**src/rtl/waveform_fetch.sv**
```systemverilog
// waveform_fetch: address sequencer and sample buffer placed in front of waveform_rom.
// On a start pulse it issues ROM addresses base, base+step, ... (modulo 2**AW).
// Issues are tagged through a shift register that matches the ROM's read latency.
// Returned words are queued in a small FIFO and leave on a valid/ready stream.
// Loop mode replays the table without a bubble.
//
// Ports:
//   clk, rst        - system clock, asynchronous active-high reset
//   start           - begin a sequence (sampled only in IDLE)
//   base_addr       - first ROM address, latched on start
//   length          - samples per pass, latched on start (0 means 2**AW)
//   step            - address increment, latched on start
//   loop            - sampled at the last issue of a pass; 1 replays from base
//   abort           - terminate immediately: flush the FIFO, drop in-flight returns
//   rom_addr        - address to waveform_rom
//   rom_data        - ROM word, valid ROM_LAT cycles after its address
//   sample          - FIFO head
//   sample_valid    - FIFO non-empty
//   sample_ready    - downstream accept
//   busy            - high in FETCH or DRAIN
//   done            - one-cycle pulse on normal completion
module waveform_fetch #(
    parameter int unsigned AW         = 8,
    parameter int unsigned DW         = 8,
    parameter int unsigned ROM_LAT    = 1,
    parameter int unsigned FIFO_DEPTH = 4
) (
    input  logic          clk,
    input  logic          rst,
    input  logic          start,
    input  logic [AW-1:0] base_addr,
    input  logic [AW-1:0] length,
    input  logic [AW-1:0] step,
    input  logic          loop,
    input  logic          abort,
    output logic [AW-1:0] rom_addr,
    input  logic [DW-1:0] rom_data,
    output logic [DW-1:0] sample,
    output logic          sample_valid,
    input  logic          sample_ready,
    output logic          busy,
    output logic          done
);

    localparam int unsigned PW = (FIFO_DEPTH > 1) ? $clog2(FIFO_DEPTH) : 1;
    localparam int unsigned CW = $clog2(FIFO_DEPTH + 1);
    localparam int unsigned IW = $clog2(ROM_LAT + 2);
    localparam int unsigned SW = CW + IW;

    typedef enum logic [1:0] {
        S_IDLE  = 2'd0,
        S_FETCH = 2'd1,
        S_DRAIN = 2'd2,
        S_DONE  = 2'd3
    } state_t;

    state_t          state_q, state_d;
    logic [AW-1:0]   base_q, base_d;
    logic [AW-1:0]   last_q, last_d;
    logic [AW-1:0]   step_q, step_d;
    logic [AW-1:0]   k_q, k_d;
    logic [AW-1:0]   next_addr_q, next_addr_d;
    logic [AW-1:0]   rom_addr_q, rom_addr_d;
    logic [ROM_LAT:0] tag_q, tag_d;
    logic [DW-1:0]   mem_q [FIFO_DEPTH];
    logic [DW-1:0]   mem_d [FIFO_DEPTH];
    logic [PW-1:0]   wr_ptr_q, wr_ptr_d;
    logic [PW-1:0]   rd_ptr_q, rd_ptr_d;
    logic [CW-1:0]   count_q, count_d;
    logic [DW-1:0]   sample_q, sample_d;
    logic            sample_valid_q, sample_valid_d;
    logic            busy_q, busy_d;
    logic            done_q, done_d;

    logic [IW-1:0]   inflight;
    logic            credit_ok;
    logic            issue;
    logic            push;
    logic            pop;

    assign rom_addr     = rom_addr_q;
    assign sample       = sample_q;
    assign sample_valid = sample_valid_q;
    assign busy         = busy_q;
    assign done         = done_q;

    // Outstanding issues: tag_q[0] lines up with rom_addr, tag_q[ROM_LAT] with rom_data.
    always_comb begin
        inflight = '0;
        for (int i = 0; i <= int'(ROM_LAT); i++) begin
            inflight = inflight + IW'(tag_q[i]);
        end
    end

    // Issue only when every outstanding request is guaranteed a FIFO slot.
    assign credit_ok = (SW'(count_q) + SW'(inflight)) < SW'(FIFO_DEPTH);
    assign push      = tag_q[ROM_LAT];
    assign pop       = sample_valid_q & sample_ready;

    // Sequencer: next state, issue decision and address walk.
    always_comb begin
        state_d     = state_q;
        base_d      = base_q;
        last_d      = last_q;
        step_d      = step_q;
        k_d         = k_q;
        next_addr_d = next_addr_q;
        rom_addr_d  = rom_addr_q;
        issue       = 1'b0;

        case (state_q)
            S_IDLE: begin
                if (start) begin
                    state_d     = S_FETCH;
                    base_d      = base_addr;
                    last_d      = length - AW'(1);   // length 0 wraps to the full table
                    step_d      = step;
                    k_d         = '0;
                    next_addr_d = base_addr;
                end
            end
            S_FETCH: begin
                if (credit_ok) begin
                    issue      = 1'b1;
                    rom_addr_d = next_addr_q;
                    if (k_q == last_q) begin
                        k_d         = '0;
                        next_addr_d = base_q;
                        if (!loop) begin
                            state_d = S_DRAIN;
                        end
                    end else begin
                        k_d         = k_q + AW'(1);
                        next_addr_d = next_addr_q + step_q;
                    end
                end
            end
            S_DRAIN: begin
                if ((inflight == '0) && (count_q == '0)) begin
                    state_d = S_DONE;
                end
            end
            S_DONE: begin
                state_d = S_IDLE;
            end
            default: begin
                state_d = S_IDLE;
            end
        endcase

        // abort overrides every transition, including a pending DONE
        if (abort) begin
            state_d    = S_IDLE;
            issue      = 1'b0;
            rom_addr_d = rom_addr_q;
        end

        busy_d = (state_d == S_FETCH) || (state_d == S_DRAIN);
        done_d = (state_d == S_DONE);
    end

    // Return path and output FIFO.
    always_comb begin
        tag_d          = {tag_q[ROM_LAT-1:0], issue};
        mem_d          = mem_q;
        wr_ptr_d       = wr_ptr_q;
        rd_ptr_d       = rd_ptr_q;
        count_d        = count_q;
        sample_d       = sample_q;
        sample_valid_d = sample_valid_q;

        if (push) begin
            mem_d[wr_ptr_q] = rom_data;
            wr_ptr_d        = wr_ptr_q + PW'(1);
        end
        if (pop) begin
            rd_ptr_d = rd_ptr_q + PW'(1);
        end

        if (push && !pop) begin
            count_d = count_q + CW'(1);
        end else if (pop && !push) begin
            count_d = count_q - CW'(1);
        end

        // Head register follows the FIFO read side; a push into an empty FIFO bypasses memory.
        if (pop) begin
            if (count_q > CW'(1)) begin
                sample_d = mem_q[rd_ptr_q + PW'(1)];
            end else if (push) begin
                sample_d = rom_data;
            end
        end else if (push && (count_q == '0)) begin
            sample_d = rom_data;
        end

        if (abort) begin
            tag_d    = '0;
            wr_ptr_d = '0;
            rd_ptr_d = '0;
            count_d  = '0;
        end

        sample_valid_d = (count_d != '0);
    end

    always_ff @(posedge clk or posedge rst) begin
        if (rst) begin
            state_q        <= S_IDLE;
            base_q         <= '0;
            last_q         <= '0;
            step_q         <= '0;
            k_q            <= '0;
            next_addr_q    <= '0;
            rom_addr_q     <= '0;
            tag_q          <= '0;
            mem_q          <= '{default: '0};
            wr_ptr_q       <= '0;
            rd_ptr_q       <= '0;
            count_q        <= '0;
            sample_q       <= '0;
            sample_valid_q <= 1'b0;
            busy_q         <= 1'b0;
            done_q         <= 1'b0;
        end else begin
            state_q        <= state_d;
            base_q         <= base_d;
            last_q         <= last_d;
            step_q         <= step_d;
            k_q            <= k_d;
            next_addr_q    <= next_addr_d;
            rom_addr_q     <= rom_addr_d;
            tag_q          <= tag_d;
            mem_q          <= mem_d;
            wr_ptr_q       <= wr_ptr_d;
            rd_ptr_q       <= rd_ptr_d;
            count_q        <= count_d;
            sample_q       <= sample_d;
            sample_valid_q <= sample_valid_d;
            busy_q         <= busy_d;
            done_q         <= done_d;
        end
    end

endmodule
```
**config.mk**
```make
export PLATFORM = sky130hd
export DESIGN_NAME = waveform_fetch
export DESIGN_NICKNAME = d
export VERILOG_FILES = /design/src/rtl/waveform_fetch.sv
export SDC_FILE = /design/constraint.sdc
export NUM_CORES = 1
export LEC_CHECK = 0
export BUFFER_PORTS_ARGS = -buffer_cell sky130_fd_sc_hd__buf_2
export CORE_MARGIN = 2
export CORE_UTILIZATION = 60
export CTS_BUF_LIST = sky130_fd_sc_hd__clkbuf_2
export CTS_CLUSTER_SIZE = 10
export DETAILED_ROUTE_END_ITERATION = 7
export PLACE_DENSITY_LB_ADDON = 0.12
export SYNTH_ARGS = -nofsm -noshare
export SYNTH_HDL_FRONTEND = slang
export SYNTH_SLANG_ARGS = --single-unit
```
**constraint.sdc**
```tcl
create_clock -name clk -period 5.85 [get_ports clk]
set_clock_uncertainty 0.2 [all_clocks]
set_input_delay 0.585 -clock clk [delete_from_list [all_inputs] [get_ports clk]]
set_output_delay 0.585 -clock clk [all_outputs]
set_load 0.05 [all_outputs]
```
* Yosys cells after proc, flatten, opt, wreduce, memory -nomap -nowiden
Cells that the tools add are included.
Storage, ports and cells: word-level logic and storage cells 102, output and inout bits 19, latch bits 0, bits in writable memories 0, memory bits (read-only) 0, memories kept 0, flip-flop bits (word level) 102, input port bits 38
Operators by class: div/mod/pow operators 0, shift operators 0, equality and inequality tests 10, bitwise operators 4, add/sub/neg operators 9, reduce and logical (&&, ||, !) cells 20, $lt $le $gt $ge 5, muxes and demuxes 35, multipliers 0
Operator list (count):
- $mux W8 | 13
- $bwmux W32 | 1
- $pmux W8 S2 | 2
- $mux W2 | 11
- $bmux W8 S2 | 1
- $demux W8 S2 | 1
- $mux W3 | 3
- $add A8 B1 Y8 const B | 1
- $add A8 B8 Y8 | 1
- $eq A2 B2 Y1 const B | 4
- $eq A8 B8 Y1 | 1
- $pmux W2 S4 | 1
- $reduce_bool A2 Y1 | 4
- $sub A8 B1 Y8 const B | 1
- $ge A3 B3 Y1 const B | 2
- $not A2 Y3 | 2
- $reduce_and A3 Y1 | 2
- $logic_and A1 B1 Y1 | 5
- $add A2 B1 Y2 const B | 2
- $add A3 B2 Y4 | 1
- $eq A2 B1 Y1 const B | 2
- $logic_not A2 Y1 | 2
- $lt A4 B3 Y1 const B | 1
- $ne A2 B2 Y1 const B | 2
- 14 further kinds | 17

* Logic depth before layout (Yosys ltp)
Gate-level depths: netlist (run 1).
word-level depth 8, mapped depth 9, depth with buffers taken out 8

* Worst setup path before layout (run 1)
OpenSTA, ideal clock, no wires.
kind register -> register, start reg tag_q[1], end reg busy_q, in the netlist busy, slack 3226 ps, data required time 5524 ps, arrival 2298 ps, period minus slack after synthesis 2624 ps, cell stages (with the launch flop) 8, cell sequence dfrtp_1 -> buf_1 -> inv_1 -> ha_1 -> a311o_1 -> or4_1 -> a21oi_1 -> ha_1
Between the ends: longest elaborated chain between the ends 8, elaborated cells on any way between the ends 12, classes of those cells add/sub: 2; order compare: 1; eq/ne: 2; mux: 4; reduce/logical: 3
RTL lines:
- start, declared | line 64 | logic [ROM_LAT:0] tag_q, tag_d;
- start signal, assigned | line 233 | tag_q <= tag_d;
- $add A1 B1 Y2 * | line 91 | inflight = inflight + IW'(tag_q[i]);
- $add A3 B2 Y4 / $logic_not A2 Y1 (equally long branches) | line 96, 139
- $lt A4 B3 Y1 / $logic_and A1 B1 Y1 (equally long branches) | line 96, 139
- $mux W2, on equally long branches | line 123, 139
- $pmux W2 S4 * | line 111 | case (state_q)
- $mux W2 * | line 152 | if (abort) begin
- named net state_d[1] | line 57 | state_t state_q, state_d;
- $eq A2 B1 Y1 / $eq A2 B2 Y1 (equally long branches) | line 158 | busy_d = (state_d == S_FETCH) || (state_d == S_DRAIN);
- $logic_or A1 B1 Y1 * | line 158
- named net busy_d | line 72 | logic busy_q, busy_d;
- end signal, assigned | line 240 | busy_q <= busy_d;
- end, declared | line 72
The timed path passes the listed nets; every way through them passes the cells marked *. A chain may end at the register's enable or synchronous reset.

* Worst setup path after layout (run 1)
start reg tag_q[1], end reg next_addr_q[2]
Between the ends: longest elaborated chain between the ends 5
RTL lines:
- $add A1 B1 Y2 | line 91
- $add A3 B2 Y4 | line 96 | assign credit_ok = (SW'(count_q) + SW'(inflight)) < SW'(FIFO_DEPTH);
- $lt A4 B3 Y1 | line 96
- $ne A2 B2 Y1 (no line)
- $reduce_and A3 Y1 (no line)
- end signal, assigned | line 231 | next_addr_q <= next_addr_d;
- end, declared | line 62 | logic [AW-1:0] next_addr_q, next_addr_d;
No other way between the ends.

==> flow_summary_export.csv, run 1 <==
group,metric,value,unit
finish,register_area,2550,µm²
placement,dpl_worst_slack,2.72,ns
run,drv_cap,0,
placement,io_buffers,56,
cts,tritoncts,"yes",
global_route,antenna_found_initial,0,
synth,ys_seq_area_frac,0.506,
cts,clk_pin_slew_worst_paths,0.34,ns
setup_path,critPathLaunchType,"flip-flop",
power_and_ir_drop,power_density,386,nW/µm²
cts,root_buffer,"clkbuf_2",
sta,setup_slack,2.69,ns
power_and_ir_drop,p_leak,0.00272,µW
placement,post-dp-hpwl,7070,µm
floorplan,die_w,95.7,µm
synth,synth_top_cell_area_share,0.506,
floorplan,die_h,95.7,µm
route,drtIter0Drc,120,
finish,design_area,5720,µm²
synth,synth.most_common_cell,"dfrtp_1",
global_route,grt.overflow.total,0,
route,ant_nets,0,
floorplan,initial_utilization,0.618,
sta,slew_headroom,0.479,
global_route,grt_pass1_vias,3651,
synth,synth.area.top_cells,"dfrtp_1 (51%), mux2_2 (9.4%), nand2_1 (6.5%), ha_1 (5.2%), mux4_2 (3.6%)",
sta,fin_crit,3.16,ns
setup_path,critPathRequiredTime,6.18,ns
setup_path,cp_max_fo,13,
route,vias_per_cell,5.62,
finish,diodes,0,
synth,avgSynthCellArea,11.0,µm²
global_route,grt_usage,0.243,
cts,clock_latency,0.61,ns
sta,hold_viol,0,
synth,yosysWarnings,0,
finish,fill_cells,602,
sta,finalCritPeriodShare,0.540,
setup_path,critical_path_buf_inv_count,0,
sta,fmax,316,MHz
global_route,grt_start_max_net_pins,61,
finish,finalNetCount,594,
power_and_ir_drop,peakVddDrop,0.165,mV
setup_path,end_kind,"flip-flop",
setup_path,path_class,"flip-flop to flip-flop",
floorplan,rows,33,
placement,postPlaceCellArea,5420,µm²
sta,setup_tns,0,ns
sta,finalMaxSlewViolations,0,
synth,synth_cell_types,44,
floorplan,die_area,9160,µm²
cts,cts_resized,0,
finish,drive_gt1_frac,0.247,
route,drcViolationCount,0,
setup_path,path_cells,"ha_1, ha_1, a311o_1, nor2_1, nor2_1, a22oi_1, o21ai_0",
finish,area_growth,13.3,%
floorplan,core_area,8180,µm²
synth,syn_inst,461,
cts,cts_max_level,3,
cts,cts_setup_buffers,0,
route,drt-pass1-iter-count,5,
finish,multi_input_area,2390,µm²
synth,synth_area,5050,µm²
synth,syn-num-nets,521,
setup_path,slowest_delay,0.63,ns
sta,rsz0062_at_grt,"false",
setup_path,reg2reg_slack,2.69,ns
synth,synth_edf_count,0,
synth,ys_async_sr_fraction,1.00,
synth,synth_flop_cell,"dfrtp_1",
setup_path,crit_family,"simple AND/OR/NAND/NOR gates",
cts,cts_buffers,9,
sta,finalSetupViolations,0,
global_route,grt_pass1_wl,17000,µm
cts,ctsHoldBuffers,18,
run_status,outcome,"complete, no violations",
route,num_vias,3620,
synth,yosys-top-cells-count,"dfrtp_1 (102), nand2_1 (88), mux2_2 (42), o21ai_0 (35), ha_1 (21)",
floorplan,ios,57,
worst_hold_path,hold_class,"input pin to flip-flop",
setup_path,crit_slowest_cell,"nor2_1",
sta,tightest_slew,0.778,ns
route,totalWireLength,10300,µm
placement,gp_congestion,0.829,
route,wl_per_cell,16.0,µm
setup_path,arrival,3.49,ns
cts,clock-sinks,102,
synth,ys_seq_elements,102,
cts,ctsLongestPathBuffers,2,
synth,yosys.area.top_type,"dfrtp_1",
-- cell type report --
class	instances	share of cell area
Tap cell	105	0.0230
Sequential cell	102	0.446
Timing Repair Buffer	76	0.0831
Clock buffer	9	0.00787
Multi-Input combinational cell	331	0.417
Inverter	14	0.00962
Clock inverter	7	0.0129
-- worst reg2reg max path, cell delays in order (launching register included) --
cell	delay, ns
dfrtp_1	0.62
ha_1	0.28
ha_1	0.29
a311o_1	0.44
nor2_1	0.63
nor2_1	0.34
a22oi_1	0.22
o21ai_0	0.10
-- power by group --
part | leakage [µW] | internal, µW | total [µW] | switching, µW
combinational | 0.00140 | 336 | 853 | 517
sequential | 0.00125 | 873 | 1010 | 137
clock | 0.0000741 | 73.0 | 344 | 271
-- cells in the final DEF, fill, tap and decap left out, types with 2 or more instances in the layout --
| cell | n |
|---|---|
| xor2_1 | 14 |
| inv_6 | 3 |
| or3_1 | 6 |
| ha_1 | 21 |
| nor3_1 | 9 |
| nand2b_1 | 3 |
| or2_2 | 3 |
| a211oi_1 | 2 |
| a22oi_1 | 2 |
| nor2_1 | 12 |
| a21o_1 | 4 |
| mux4_2 | 8 |
| a21oi_1 | 18 |
| inv_8 | 2 |
| nor4_2 | 2 |
| buf_2 | 56 |
| nand3_1 | 9 |
| clkbuf_2 | 9 |
| mux2i_1 | 14 |
| o22ai_1 | 2 |
| mux2_2 | 42 |
| o21a_1 | 3 |
| nor2b_1 | 3 |
| o211ai_1 | 2 |
| dfrtp_1 | 102 |
| buf_4 | 2 |
| inv_1 | 13 |
| o21ai_0 | 35 |
| dlygate4sd3_1 | 18 |
| xnor2_1 | 11 |
| a31oi_1 | 2 |
| o21bai_1 | 2 |
| nand2_1 | 88 |
-- final timing paths --
check                            start        endpoint  cells after the start
hold reg to reg              base_q[2]       base_q[2]                      2
max in group asynchronous          rst      count_q[0]                      4
hold / removal             rom_data[6]       mem_q[14]                      2
setup / recovery              tag_q[1]  next_addr_q[2]                      7
min in group asynchronous          rst       mem_q[11]                      3
setup reg to reg              tag_q[1]  next_addr_q[2]                      7
-- through the flow --
stage | util | std cells | hold WS, ns | total power, µW
2_1_floorplan | - | 461 | 0.245 | 1650
4_1_cts | 0.700 | 644 | 0.00495 | 2210
3_5_place_dp | 0.663 | 610 | 0.266 | 1870
5_1_grt | 0.700 | 644 | 0.00142 | 2340
3_3_place_gp | 0.663 | 610 | 0.261 | 1830
6_report | 0.700 | 644 | 0.00566 | 2210
-- registers in the layout (all words and copies together), names as in the netlist --
signal,count
base_q,8
busy,1
count_q,3
done,1
k_q,8
last_q,8
mem_q,32
next_addr_q,8
rd_ptr_q,2
rom_addr,8
sample,8
sample_valid,1
state_q,2
step_q,8
tag_q,2
wr_ptr_q,2
-- kinds of logic (layout without fill, tap and decap cells) --
family | count (synthesis) | after routing | synth area share
simple gates | 140 | 140 | 0.122
flops | 102 | 102 | 0.506
compound gates | 80 | 80 | 0.0942
mux | 64 | 64 | 0.157
buf+inv | 28 | 106 | 0.0213
xor+xnor | 25 | 25 | 0.0434
fa+ha+maj | 22 | 22 | 0.0560
-- per-layer routing --
metal,part of all wire,GRT usage,vias to the layer above
met1,0.42,0.302,1761
met5,0,0,-
met4,0.017,0.0905,0
met2,0.52,0.428,93
met3,0.040,0.0368,18
li1,-,-,1748
Note: power is estimated with default switching activity, not from simulation.
==> run 2, diff against run 1 <==
- CORE_UTILIZATION: 60 -> 55
- clock period: 5.85 -> 2.9 ns (I/O delays scaled with it)
==> flow_summary_export.csv, run 2 (synthesis gave the netlist of run 1 again) <==
group,metric,value,unit
power_and_ir_drop,p_sw_frac,0.407,
worst_hold_path,hold_class,"input pin to asynchronous set/reset pin",
placement,post-dp-hpwl,7080,µm
finish,mostFrequentLayoutCell,"dfrtp_1",
finish,design_area,6000,µm²
finish,regMostFlops,"mem_q",
cts,cts_setup_buffers,0,
finish,final-instance-count-excl-fill,678,
cts,cts_max_level,3,
run,drv_cap,0,
sta,slew_headroom,0.495,
cts,cts_resized,0,
floorplan,die_w,99.8,µm
global_route,grt_pass1_wl,18400,µm
cts,tritoncts,"yes",
sta,hold_viol,0,
route,drtIter0Drc,104,
sta,hold_ws,0.226,ns
global_route,grt_usage,0.234,
route,ant_nets,0,
placement,dpl.cell_count,620,
cts,cts_buffers,9,
sta,finalCritPeriodShare,0.913,
route,vias_per_cell,5.54,
floorplan,ios,57,
sta,finalSetupViolations,0,
sta,rsz0062_at_grt,"false",
finish,finalNetCount,625,
power_and_ir_drop,pwr-share-clk,0.138,
cts,root_buffer,"clkbuf_2",
power_and_ir_drop,pwr-share-comb,0.401,
global_route,grt.overflow.total,0,
sta,setup_tns,0,ns
power_and_ir_drop,power_density,731,nW/µm²
sta,finalMaxSlewViolations,0,
finish,fill_cells,679,
setup_path,cp_max_fo,7,
sta,fmax,378,MHz
route,wl_per_cell,15.6,µm
floorplan,die_area,9960,µm²
finish,final_cell_mix,"dfrtp_1 (102), nand2_1 (88), buf_2 (56), mux2_2 (42), dlygate4sd3_1 (42)",
setup_path,critPathRequiredTime,3.17,ns
finish,largest_register_ffs,32,
placement,gp_congestion,0.821,
finish,diodes,0,
floorplan,core_area,8810,µm²
floorplan,die_h,99.8,µm
setup_path,path_class,"flip-flop to flip-flop",
sta,fin_crit,2.65,ns
placement,postPlaceCellArea,5480,µm²
cts,ctsLongestPathBuffers,2,
setup_path,arrival,2.92,ns
power_and_ir_drop,p_sw,1780,µW
route,num_vias,3758,
placement,io_buffers,56,
power_and_ir_drop,power_frac_seq,0.461,
setup_path,critPathLaunchType,"flip-flop",
finish,drive_gt1_frac,0.244,
setup_path,end_kind,"flip-flop",
global_route,grt_pass1_vias,3889,
route,drcViolationCount,0,
cts,clock-sinks,102,
setup_path,reg2regPathDepth,6,
power_and_ir_drop,p_leak,0.00284,µW
cts,clock_latency,0.56,ns
route,totalWireLength,10600,µm
cts,ctsHoldBuffers,42,
sta,tightest_slew,0.754,ns
run_status,outcome,"complete, no violations",
floorplan,rows,34,
global_route,antenna_found_initial,0,
cts,clk_pin_slew_worst_paths,0.27,ns
power_and_ir_drop,peakVddDrop,0.331,mV
route,drt-pass1-iter-count,4,
floorplan,initial_utilization,0.573,
finish,area_growth,18.8,%
power_and_ir_drop,p_int,2600,µW
global_route,grt_start_max_net_pins,54,
[run 2: cell types whose count changed in the layout (fill, tap and decap cells not counted)]
cell,before,now
inv_4,1,0
clkinv_8,1,0
clkbuf_2,9,10
clkinv_1,0,1
inv_8,2,0
inv_6,3,1
buf_4,2,9
clkinvlp_4,0,2
clkinv_4,1,3
dlygate4sd3_1,18,42
[run 2: path summary, 6_finish.rpt]
kind / startpoint / end / slack [ns]
max in group asynchronous: rst / mem_q[28] / 1.82
min in group clk: step[2] / step_q[2] / 0.23
worst max-delay path: tag_q[0] / busy / 0.25
worst min-delay path: rst / wr_ptr_q[0] / 0.23
worst max register to register: tag_q[0] / busy / 0.25
worst min register to register: base_q[3] / base_q[3] / 0.31
[run 2: through the flow]
step                utilization  setup WS, ns  power, µW
floorplan                     -         0.276       3340
global placement          0.622         0.358       3710
detailed placement        0.622         0.296       3770
CTS                       0.681         0.250       4420
global route              0.681         0.121       4700
finish                    0.681         0.253       4380
[run 2: metal layers]
layer	share of wire	track usage
met5	0	0
met4	0.019	0.0927
met3	0.027	0.0272
met2	0.51	0.410
met1	0.45	0.299
[run 2: layout make-up]
| cell class | count | area, µm² | share of cell area |
|---|---|---|---|
| Inverter | 14 | 56.3 | 0.00939 |
| Multi-Input combinational cell | 331 | 2390 | 0.398 |
| Tap cell | 108 | 135 | 0.0225 |
| Clock buffer | 10 | 50.0 | 0.00835 |
| Timing Repair Buffer | 107 | 768 | 0.128 |
| Sequential cell | 102 | 2550 | 0.426 |
| Clock inverter | 6 | 46.3 | 0.00772 |
[run 2: power groups by stage]
stage,sequential [µW],clock (µW),combinational [µW]
final,2020,605,1760
after global routing,2070,682,1940
after CTS,2020,633,1760
after detailed placement,2060,0,1710
after global placement,2040,0,1670
after floorplan,2370,0,966
[run 2: worst max-delay path, stage by stage, from the launching register on]
cell and delay (ns):
dfrtp_1 0.45, ha_1 0.20, ha_1 0.28, a311o_1 0.45, or4_1 0.49, a21oi_1 0.22
ha_1 0.27
==> run 3, diff against run 2 <==
--- a/config.mk
+++ b/config.mk
@@ -7,4 +7,5 @@
 export LEC_CHECK = 0
 export BUFFER_PORTS_ARGS = -buffer_cell sky130_fd_sc_hd__buf_2
+export CORE_ASPECT_RATIO = 1.4
 export CORE_MARGIN = 2
 export CORE_UTILIZATION = 55
@@ -13,4 +14,5 @@
 export DETAILED_ROUTE_END_ITERATION = 7
 export PLACE_DENSITY_LB_ADDON = 0.12
+export SLEW_MARGIN = 20
 export SYNTH_ARGS = -nofsm -noshare
 export SYNTH_HDL_FRONTEND = slang
==> constraint.sdc (replaced) <==
create_clock -name clk -period 2.9 [get_ports clk]
set_clock_uncertainty 0.2 [all_clocks]
set_input_delay 0.58 -clock clk [delete_from_list [all_inputs] [get_ports clk]]
set_output_delay 0.58 -clock clk [all_outputs]
set_load 0.05 [all_outputs]
==> flow_summary_export.csv, run 3 (synthesis gave the netlist of run 1 again) <==
group,metric,value,unit
sta,fin_crit,2.62,ns
cts,tritoncts,"yes",
sta,rsz0062_at_grt,"false",
power_and_ir_drop,power_density,758,nW/µm²
route,wl_met3,307,µm
cts,clk_pin_slew_worst_paths,0.29,ns
setup_path,crit_slowest_cell,"or4_1",
global_route,antenna_found_initial,0,
route,num_vias,3592,
global_route,grt_start_max_net_pins,103,
floorplan,ios,57,
power_and_ir_drop,p_leak,0.00275,µW
route,routed.top_layer,"met4",
route,ant_nets,0,
global_route,grt_pass1_vias,3776,
route,vias_per_cell,5.49,
setup_path,critPathRequiredTime,3.21,ns
global_route,grt.overflow.total,0,
floorplan,initial_utilization,0.562,
finish,regMostFlops,"mem_q",
cts,root_buffer,"clkbuf_2",
sta,finalMaxSlewViolations,0,
setup_path,cp_common_cell,"ha_1",
setup_path,critical_path_buf_inv_count,0,
finish,finalNetCount,602,
run_status,outcome,"complete, no violations",
route,drtIter0Drc,142,
sta,setup_slack,0.277,ns
route,drt-pass1-iter-count,4,
power_and_ir_drop,peakVddDrop,0.479,mV
worst_hold_path,hold_class,"input pin to flip-flop",
route,wl_met1,4390,µm
sta,tightest_slew,0.716,ns
setup_path,path_cells,"ha_1, ha_1, a311o_1, or4_1, a21oi_1, ha_1",
finish,mostFrequentLayoutCell,"dfrtp_1",
setup_path,end_kind,"flip-flop",
setup_path,cp_max_fo,7,
cts,ctsLongestPathBuffers,2,
sta,fmax,381,MHz
finish,fill_cells,770,
sta,slew_headroom,0.521,
sta,hold_viol,0,
floorplan,die_h,117,µm
floorplan,die_area,9970,µm²
cts,cts_max_level,3,
sta,finalCritPeriodShare,0.905,
finish,diodes,0,
setup_path,arrival,2.93,ns
cts,clock_latency,0.59,ns
finish,final_cell_mix,"dfrtp_1 (102), nand2_1 (88), buf_2 (56), mux2_2 (42), o21ai_0 (35)",
placement,post-dp-hpwl,7040,µm
finish,largest_register_ffs,32,
setup_path,slowest_delay,0.50,ns
placement,io_buffers,56,
cts,ctsHoldBuffers,18,
cts,cts_buffers,9,
setup_path,reg2reg_slack,0.28,ns
route,totalWireLength,10100,µm
floorplan,rows,41,
cts,cts_setup_buffers,0,
setup_path,crit_family,"adder cells",
route,wl_met2,5260,µm
finish,drive_gt1_frac,0.254,
floorplan,core_area,8980,µm²
finish,area_growth,14.4,%
sta,finalSetupViolations,0,
cts,cts_resized,0,
sta,setup_tns,0,ns
floorplan,die_w,85.0,µm
run,drv_cap,0,
cts,clock-sinks,102,
placement,gp_congestion,0.807,
setup_path,critPathLaunchType,"flip-flop",
route,wl_per_cell,15.5,µm
global_route,grt_pass1_wl,18000,µm
global_route,grt_usage,0.225,
route,drcViolationCount,0,
setup_path,path_class,"flip-flop to flip-flop",
placement,dpl_worst_slack,0.308,ns
-- run 3: cell types whose count changed in the layout (fill, tap and decap cells not counted), sizes merged --
cell	change
buf	+1
clkinv	-1
clkinvlp	-1
dlygate4sd3	-24
inv	+2
-- run 3: path summary, 6_finish.rpt --
path | from | endpoint | cells after the start
min in group asynchronous | rst | sample[1] | 4
worst min-delay path | rom_data[7] | mem_q[7] | 2
max in group asynchronous | rst | last_q[3] | 4
worst min register to register | base_q[5] | base_q[5] | 2
worst max-delay path | tag_q[0] | busy | 6
worst max register to register | tag_q[0] | busy | 6
-- run 3: worst reg2reg max path, cell delays in order, from the launching register on --
cell	delay, ns
dfrtp_1	0.44
ha_1	0.21
ha_1	0.29
a311o_1	0.45
or4_1	0.51
a21oi_1	0.21
ha_1	0.25
-- run 3: per-layer routing --
layer  vias to the layer above  GRT usage
met3                        12     0.0352
met2                        80      0.368
met4                         0     0.0893
met5                         -          0
li1                       1767          -
met1                      1733      0.298
-- run 3: layout make-up --
class / instances / area [µm²] / area share
timing repair buffer: 84 / 548 / 0.0949
multi-input combinational: 331 / 2390 / 0.414
tap: 107 / 134 / 0.0232
clock buffer: 10 / 50.0 / 0.00867
sequential: 102 / 2550 / 0.442
clock inverter: 6 / 45.0 / 0.00780
inverter: 14 / 56.3 / 0.00975
-- run 3: power breakdown --
group / leakage [µW] / internal [µW] / switching (µW)
sequential: 0.00125 / 1760 / 255
combinational: 0.00144 / 700 / 1040
clock: 0.0000639 / 126 / 496
total: 0.00275 / 2590 / 1790
-- run 3: stage by stage --
step                      cell area [µm²]  hold WS [ns]  utilization  power, µW  cells
final                                5770        0.0390        0.643       4380    654
after floorplan                      5050         0.245            -       3340    461
after detailed placement             5500         0.265        0.613       3770    620
after CTS                            5770        0.0158        0.643       4410    654
after global routing                 5770        0.0150        0.643       4700    654
after global placement               5500         0.258        0.613       3710    620
